**src/rtl/wb_ram128_ctrl_if.sv**
```systemverilog
// Bus bundle for wb_ram128_ctrl: Wishbone slave side plus the synchronous RAM port.
// Signal names keep the controller's point of view (_i into the controller, _o out of it).
interface wb_ram128_ctrl_if;
    logic        wb_cyc_i;
    logic        wb_stb_i;
    logic        wb_we_i;
    logic [3:0]  wb_sel_i;
    logic [31:0] wb_adr_i;
    logic [31:0] wb_dat_i;
    logic [31:0] wb_dat_o;
    logic        wb_ack_o;
    logic        wb_err_o;
    logic        ram_en_o;
    logic [3:0]  ram_we_o;
    logic [6:0]  ram_a_o;
    logic [31:0] ram_di_o;
    logic [31:0] ram_do_i;

    // Controller side.
    modport slave (
        input  wb_cyc_i, wb_stb_i, wb_we_i, wb_sel_i, wb_adr_i, wb_dat_i, ram_do_i,
        output wb_dat_o, wb_ack_o, wb_err_o, ram_en_o, ram_we_o, ram_a_o, ram_di_o
    );

    // Bus master plus RAM model side.
    modport master (
        output wb_cyc_i, wb_stb_i, wb_we_i, wb_sel_i, wb_adr_i, wb_dat_i, ram_do_i,
        input  wb_dat_o, wb_ack_o, wb_err_o, ram_en_o, ram_we_o, ram_a_o, ram_di_o
    );
endinterface

```
**src/rtl/wb_ram128_ctrl.sv**
```systemverilog
// Wishbone classic slave bridging to a 128 x 32 synchronous RAM with byte enables.
// Writes ack after 1 cycle, reads after 2 (RAM output is registered), misses return err.
module wb_ram128_ctrl #(
    parameter logic [31:0] BASE_ADDR = 32'h0000_0000
) (
    input  logic              CLK,
    input  logic              RST_N,
    wb_ram128_ctrl_if.slave   bus
);

    localparam logic [1:0] S_IDLE    = 2'd0;
    localparam logic [1:0] S_RD_WAIT = 2'd1;
    localparam logic [1:0] S_RESP    = 2'd2;

    logic [1:0]  r_state;
    logic        r_ack;
    logic        r_err;
    logic [31:0] r_dat;

    logic        w_req;
    logic        w_hit;
    logic        w_ram_en;

    assign w_req = bus.wb_cyc_i & bus.wb_stb_i & (r_state == S_IDLE);
    assign w_hit = (bus.wb_adr_i[31:9] == BASE_ADDR[31:9]);

    // The RAM strobe is combinational from IDLE, so reset must gate it explicitly.
    assign w_ram_en = RST_N & w_req & w_hit;

    assign bus.ram_en_o = w_ram_en;
    assign bus.ram_we_o = (w_ram_en & bus.wb_we_i) ? bus.wb_sel_i : 4'b0000;
    assign bus.ram_a_o  = bus.wb_adr_i[8:2];
    assign bus.ram_di_o = bus.wb_dat_i;

    assign bus.wb_ack_o = r_ack;
    assign bus.wb_err_o = r_err;
    assign bus.wb_dat_o = r_dat;

    // NOTE: sequential state uses non-blocking assignments so every register
    // samples pre-edge values, independent of statement order.
    always_ff @(posedge CLK or negedge RST_N) begin
        if (!RST_N) begin
            r_state <= S_IDLE;
            r_ack   <= 1'b0;
            r_err   <= 1'b0;
            r_dat   <= 32'h0;
        end else begin
            r_ack <= 1'b0;
            r_err <= 1'b0;
            case (r_state)
                S_IDLE: begin
                    if (w_req) begin
                        if (!w_hit) begin
                            r_err   <= 1'b1;
                            r_state <= S_RESP;
                        end else if (bus.wb_we_i) begin
                            r_ack   <= 1'b1;
                            r_state <= S_RESP;
                        end else begin
                            r_state <= S_RD_WAIT;
                        end
                    end
                end
                S_RD_WAIT: begin
                    // Master abandoned the cycle: drop the read and keep old data.
                    if (!bus.wb_cyc_i) begin
                        r_state <= S_IDLE;
                    end else begin
                        r_dat   <= bus.ram_do_i;
                        r_ack   <= 1'b1;
                        r_state <= S_RESP;
                    end
                end
                S_RESP:  r_state <= S_IDLE;
                default: r_state <= S_IDLE;
            endcase
        end
    end

endmodule

```
**src/flat_wrapper.sv**
```systemverilog
// flat-port wrapper written by rule: the top's interface ports become plain ports
module wb_ram128_ctrl_flat 
#(
    parameter logic [31:0] BASE_ADDR = 32'h0000_0000
)
  (CLK, RST_N, bus_wb_cyc_i, bus_wb_stb_i, bus_wb_we_i, bus_wb_sel_i, bus_wb_adr_i, bus_wb_dat_i, bus_ram_do_i, bus_wb_dat_o, bus_wb_ack_o, bus_wb_err_o, bus_ram_en_o, bus_ram_we_o, bus_ram_a_o, bus_ram_di_o);
  wb_ram128_ctrl_if bus_i ();
  input  logic CLK;
  input  logic RST_N;
  input wire logic [$bits(bus_i.wb_cyc_i)-1:0] bus_wb_cyc_i;
  input wire logic [$bits(bus_i.wb_stb_i)-1:0] bus_wb_stb_i;
  input wire logic [$bits(bus_i.wb_we_i)-1:0] bus_wb_we_i;
  input wire logic [$bits(bus_i.wb_sel_i)-1:0] bus_wb_sel_i;
  input wire logic [$bits(bus_i.wb_adr_i)-1:0] bus_wb_adr_i;
  input wire logic [$bits(bus_i.wb_dat_i)-1:0] bus_wb_dat_i;
  input wire logic [$bits(bus_i.ram_do_i)-1:0] bus_ram_do_i;
  output wire logic [$bits(bus_i.wb_dat_o)-1:0] bus_wb_dat_o;
  output wire logic [$bits(bus_i.wb_ack_o)-1:0] bus_wb_ack_o;
  output wire logic [$bits(bus_i.wb_err_o)-1:0] bus_wb_err_o;
  output wire logic [$bits(bus_i.ram_en_o)-1:0] bus_ram_en_o;
  output wire logic [$bits(bus_i.ram_we_o)-1:0] bus_ram_we_o;
  output wire logic [$bits(bus_i.ram_a_o)-1:0] bus_ram_a_o;
  output wire logic [$bits(bus_i.ram_di_o)-1:0] bus_ram_di_o;
  assign bus_i.wb_cyc_i = bus_wb_cyc_i;
  assign bus_i.wb_stb_i = bus_wb_stb_i;
  assign bus_i.wb_we_i = bus_wb_we_i;
  assign bus_i.wb_sel_i = bus_wb_sel_i;
  assign bus_i.wb_adr_i = bus_wb_adr_i;
  assign bus_i.wb_dat_i = bus_wb_dat_i;
  assign bus_i.ram_do_i = bus_ram_do_i;
  assign bus_wb_dat_o = bus_i.wb_dat_o;
  assign bus_wb_ack_o = bus_i.wb_ack_o;
  assign bus_wb_err_o = bus_i.wb_err_o;
  assign bus_ram_en_o = bus_i.ram_en_o;
  assign bus_ram_we_o = bus_i.ram_we_o;
  assign bus_ram_a_o = bus_i.ram_a_o;
  assign bus_ram_di_o = bus_i.ram_di_o;
  wb_ram128_ctrl #(.BASE_ADDR(BASE_ADDR)) u_core (.CLK(CLK), .RST_N(RST_N), .bus(bus_i));
endmodule
```
**config.mk**
```make
export PLATFORM = sky130hd
export DESIGN_NAME = wb_ram128_ctrl_flat
export DESIGN_NICKNAME = d
export VERILOG_FILES = /design/src/rtl/wb_ram128_ctrl_if.sv /design/src/rtl/wb_ram128_ctrl.sv /design/src/flat_wrapper.sv
export SDC_FILE = /design/constraint.sdc
export NUM_CORES = 1
export LEC_CHECK = 0
export BUFFER_PORTS_ARGS = -buffer_cell sky130_fd_sc_hd__buf_4
export CORE_MARGIN = 3
export CORE_UTILIZATION = 35
export CTS_CLUSTER_SIZE = 25
export DETAILED_ROUTE_END_ITERATION = 12
export GPL_ROUTABILITY_DRIVEN = 0
export PLACE_DENSITY = 0.8
export SYNTH_ARGS = -nofsm -noshare
export SYNTH_HDL_FRONTEND = slang
export SYNTH_SLANG_ARGS = --single-unit
```
**constraint.sdc**
```tcl
create_clock -name CLK -period 1.4 [get_ports CLK]
set_input_delay 0.07 -clock CLK [delete_from_list [all_inputs] [get_ports CLK]]
set_output_delay 0.07 -clock CLK [all_outputs]
set_load 0.01 [all_outputs]
```
==> report_table.html <==
<table>
<tr><th>Metric</th><th>Value</th></tr>
<tr><th colspan="2">Status</th></tr>
<tr><td>Status</td><td>complete, but fails checks</td></tr>
<tr><td>Violated checks</td><td>negative setup slack</td></tr>
<tr><th colspan="2">Detailed routing</th></tr>
<tr><td>Average detailed-routed wire length per instance</td><td>15.16 µm</td></tr>
<tr><td>Detailed Route WL</td><td>4.336 mm</td></tr>
<tr><td>ANT nets after route</td><td>0</td></tr>
<tr><td>Via density per instance</td><td>4.476</td></tr>
<tr><td>Initial DRC Count</td><td>16</td></tr>
<tr><td>Router iterations before antenna repair</td><td>4</td></tr>
<tr><td>Residual DRC</td><td>0</td></tr>
<tr><td>Via count</td><td>1280</td></tr>
<tr><th colspan="2">Logic synthesis</th></tr>
<tr><td>Number of instances in the synthesized netlist</td><td>136</td></tr>
<tr><td>Yosys top cell area share</td><td>0.5103</td></tr>
<tr><td>Synthesis-stage register bit count</td><td>36</td></tr>
<tr><td>Combined area of all synthesized cells</td><td>1765 µm²</td></tr>
<tr><td>Dominant cell type by area after synthesis</td><td>sky130_fd_sc_hd__dfrtp_1</td></tr>
<tr><td>Warning count from the yosys run</td><td>0</td></tr>
<tr><td>Share of synthesized area occupied by flip-flops and latches</td><td>0.5103</td></tr>
<tr><td>Distinct cells, synth</td><td>17</td></tr>
<tr><td>Average cell area after synthesis</td><td>12.98 µm²</td></tr>
<tr><td>Post-synth net total</td><td>241</td></tr>
<tr><td>Top cells by area, synth</td><td>sky130_fd_sc_hd__dfrtp_1 (51%), sky130_fd_sc_hd__mux2_2 (18%), sky130_fd_sc_hd__buf_4 (17%)</td></tr>
<tr><th colspan="2">Die</th></tr>
<tr><td>Die footprint</td><td>5932 µm²</td></tr>
<tr><td>Total number of placement rows</td><td>25</td></tr>
<tr><td>Number of top-level pins</td><td>183</td></tr>
<tr><td>X dimension of the die</td><td>77.02 µm</td></tr>
<tr><td>Initial core utilization</td><td>0.3689</td></tr>
<tr><td>Chip Height</td><td>77.02 µm</td></tr>
<tr><td>Floorplan core area</td><td>4786 µm²</td></tr>
<tr><th colspan="2">Cells and area</th></tr>
<tr><td>Number of nets at the end of the flow</td><td>323</td></tr>
<tr><td>Multi-input gate area in the final layout</td><td>580.6 µm²</td></tr>
<tr><td>Proportion of layout cells with a drive suffix above 1</td><td>0.7260</td></tr>
<tr><td>Total inserted antenna cells</td><td>0</td></tr>
<tr><td>Layout Utilization</td><td>0.5475</td></tr>
<tr><td>Number of filler instances in the final layout</td><td>457</td></tr>
<tr><td>Seq. cell area</td><td>900.9 µm²</td></tr>
<tr><td>Area growth, synth to finish</td><td>48.41%</td></tr>
<tr><th colspan="2">Setup path</th></tr>
<tr><td>CP startpoint kind</td><td>flop</td></tr>
<tr><td>Worst endpoint data arrival time</td><td>1.47 ns</td></tr>
<tr><td>Critical path peak fanout</td><td>4</td></tr>
<tr><td>CP Capture Type</td><td>output port</td></tr>
<tr><td>Startpoint-to-endpoint class of the critical path</td><td>flop to output port</td></tr>
<tr><td>WP data required</td><td>1.33 ns</td></tr>
<tr><th colspan="2">GRT</th></tr>
<tr><td>Vias in the first global route</td><td>1387</td></tr>
<tr><td>Initial antenna violation count</td><td>0</td></tr>
<tr><td>Overflow after GRT</td><td>0</td></tr>
<tr><td>Total Routing Usage GR</td><td>0.1427</td></tr>
<tr><td>First-pass GRT wire length</td><td>6.679 mm</td></tr>
<tr><td>Largest net degree at the start of global routing</td><td>37</td></tr>
<tr><th colspan="2">STA</th></tr>
<tr><td>Final worst-path setup slack</td><td>-0.1440 ns</td></tr>
<tr><td>Number of hold-slack violations in the final timing report</td><td>0</td></tr>
<tr><td>Final number of setup-violating endpoints</td><td>5</td></tr>
<tr><td>Slew @ Worst Pin</td><td>0.4709 ns</td></tr>
<tr><td>Shortest clock period the worst path allows after layout</td><td>1.544 ns</td></tr>
<tr><td>Setup repair after global routing missed its margin</td><td>true</td></tr>
<tr><td>F_max</td><td>647.7 MHz</td></tr>
<tr><td>Portion of the clock cycle consumed by the worst path in the final layout</td><td>1.103</td></tr>
<tr><td>Slew Viols, Final</td><td>0</td></tr>
<tr><td>Total Negative Setup Slacks</td><td>-0.6621 ns</td></tr>
<tr><td>Relative slew slack</td><td>0.6861</td></tr>
<tr><td>Fin Clk Skew</td><td>0.008848 ns</td></tr>
<tr><th colspan="2">Clock tree</th></tr>
<tr><td>Clock latency on the worst-skew pair</td><td>0.28 ns</td></tr>
<tr><td>CTS H-tree depth</td><td>2</td></tr>
<tr><td>Clock Sink Count</td><td>36</td></tr>
<tr><td>Clock tree from TritonCTS</td><td>built</td></tr>
<tr><td>Clock slew at the register clock pins of the worst setup and hold paths</td><td>0.08 ns</td></tr>
<tr><td>Maximum number of buffers from clock root to sink</td><td>2</td></tr>
<tr><td>Total CTS buffers</td><td>5</td></tr>
<tr><td>CTS root buf</td><td>sky130_fd_sc_hd__clkbuf_8</td></tr>
<tr><th colspan="2">Hold path</th></tr>
<tr><td>Type of the tightest min-delay check</td><td>primary input to flop</td></tr>
<tr><th colspan="2">Placed design</th></tr>
<tr><td>Estimated wirelength of the detail-placed design</td><td>3.265 mm</td></tr>
<tr><td>Port Buffers</td><td>102</td></tr>
<tr><th colspan="2">Power and ir drop</th></tr>
<tr><td>Leakage</td><td>0.001432 µW</td></tr>
<tr><td>Worst IR drop on VDD</td><td>0.4041 mV</td></tr>
<tr><td>Ratio of total power to cell area</td><td>820.2 nW/µm²</td></tr>
<tr><th colspan="2">Run</th></tr>
<tr><td>Max-cap check violation count</td><td>0</td></tr>
</table>
==> synthesized netlist by cell type <==
cell type and instances:
sky130_fd_sc_hd__a22o_1 1, sky130_fd_sc_hd__and2_1 5, sky130_fd_sc_hd__buf_2 3, sky130_fd_sc_hd__buf_4 39, sky130_fd_sc_hd__dfrtp_1 36, sky130_fd_sc_hd__mux2_1 4
sky130_fd_sc_hd__mux2_2 28, sky130_fd_sc_hd__nand2_1 3, sky130_fd_sc_hd__nand3b_1 1, sky130_fd_sc_hd__nand4_2 1, sky130_fd_sc_hd__nor2_1 3, sky130_fd_sc_hd__nor2b_1 1
sky130_fd_sc_hd__nor3_1 2, sky130_fd_sc_hd__nor4_1 4, sky130_fd_sc_hd__nor4_2 2, sky130_fd_sc_hd__nor4_4 2, sky130_fd_sc_hd__o21ai_0 1
==> worst max-delay path, cell delays in order (launching register included) <==
cell and delay [ns]:
sky130_fd_sc_hd__dfrtp_1 0.38, sky130_fd_sc_hd__nor2b_2 0.13, sky130_fd_sc_hd__nand3b_1 0.18, sky130_fd_sc_hd__nor4_4 0.21
sky130_fd_sc_hd__and2_1 0.17, sky130_fd_sc_hd__buf_4 0.11
==> cell type report <==
type	count	share of cell area
clock inverter	3	0.01624
timing repair buffer	117	0.3601
clock buffer	5	0.02627
multi-input combinational	58	0.2216
sequential	36	0.3438
tap	67	0.03200
==> sequential cells by signal, summed over array words and instances (netlist names) <==
signal and cells:
u_core.bus.wb_dat_o 32, u_core.bus.wb_ack_o 1, u_core.bus.wb_err_o 1, u_core.r_state 2
==> stage by stage <==
step	hold WS [ns]	total power [µW]	instances	area, µm²	worst slack (ns)
2_1_floorplan	-0.2256	1194	136	1765	0.09534
3_3_place_gp	0.1401	1252	270	2372	0.003560
3_5_place_dp	0.1401	1257	270	2372	-0.01691
4_1_cts	0.0004790	2187	284	2541	-0.1517
5_1_grt	0.001204	2241	286	2620	-0.2404
6_report	0.008365	2149	286	2620	-0.1440
==> path summary, 6_finish.rpt <==
| kind | start | to | slack (ns) | depth (start not counted) |
|---|---|---|---|---|
| max reg2reg | u_core.r_state[1]$_DFFE_PN0P_ | u_core.r_state[0]$_DFFE_PN0P_ | 0.06 | 5 |
| min in group asynchronous | RST_N | u_core.bus.wb_dat_o[25]$_DFFE_PN0P_ | 0.44 | 3 |
| min | bus_ram_do_i[11] | u_core.bus.wb_dat_o[11]$_DFFE_PN0P_ | 0.008 | 2 |
| max | u_core.r_state[1]$_DFFE_PN0P_ | bus_ram_we_o[0] | -0.14 | 5 |
| min reg2reg | u_core.bus.wb_dat_o[8]$_DFFE_PN0P_ | u_core.bus.wb_dat_o[8]$_DFFE_PN0P_ | 0.50 | 1 |
| max in group asynchronous | RST_N | u_core.bus.wb_dat_o[15]$_DFFE_PN0P_ | 0.63 | 3 |
==> routing by layer <==
layer | global-route usage | part of all wire | routed length (µm)
met1 | 0.1541 | 0.36 | 1582
met2 | 0.2430 | 0.51 | 2220
met3 | 0.05164 | 0.095 | 413
met4 | 0.07651 | 0.028 | 120
met5 | 0 | 0 | 0
==> repair_timing <==
action,CTS,global route
pin swaps,4,2
gates cloned,0,2
hold buffers,2,0
setup buffers,4,1
hold endpoints to repair,37,0
setup endpoints to repair,5,21
gates resized for setup,2,6
==> cell families after synthesis <==
kind of cell | synth area share
AO/OA/AOI/OAI | 0.007794
buffers and inverters | 0.1743
flip-flops | 0.5103
multiplexers | 0.2041
AND/OR/NAND/NOR | 0.1035
==> power by group <==
group / internal [µW] / switching [µW]
registers: 1040 / 1.09
clock network: 527 / 377
logic: 133 / 68.4
==> placed cells by master (no fill, tap or decap) <==
master | Yosys | final
sky130_fd_sc_hd__nand4_2 | 1 | 1
sky130_fd_sc_hd__nor4_4 | 2 | 2
sky130_fd_sc_hd__buf_12 | 0 | 2
sky130_fd_sc_hd__nand3b_1 | 1 | 1
sky130_fd_sc_hd__and2_1 | 5 | 5
sky130_fd_sc_hd__nand2_8 | 0 | 1
sky130_fd_sc_hd__mux2_2 | 28 | 28
sky130_fd_sc_hd__nor2b_2 | 0 | 1
sky130_fd_sc_hd__nor4_1 | 4 | 4
sky130_fd_sc_hd__nor3_1 | 2 | 1
sky130_fd_sc_hd__dfrtp_1 | 36 | 36
sky130_fd_sc_hd__clkbuf_8 | 0 | 5
sky130_fd_sc_hd__nor4_2 | 2 | 2
sky130_fd_sc_hd__o21ai_0 | 1 | 1
sky130_fd_sc_hd__a22o_1 | 1 | 1
sky130_fd_sc_hd__clkinv_2 | 0 | 1
sky130_fd_sc_hd__buf_4 | 39 | 111
sky130_fd_sc_hd__mux2_1 | 4 | 4
sky130_fd_sc_hd__clkbuf_16 | 0 | 2
sky130_fd_sc_hd__dlygate4sd3_1 | 0 | 2
sky130_fd_sc_hd__nor2_1 | 3 | 3
sky130_fd_sc_hd__clkinvlp_4 | 0 | 1
sky130_fd_sc_hd__nand2_1 | 3 | 2
sky130_fd_sc_hd__bufinv_16 | 0 | 1
sky130_fd_sc_hd__nor3_2 | 0 | 1
No activity file was read; power rests on OpenSTA's default activity.
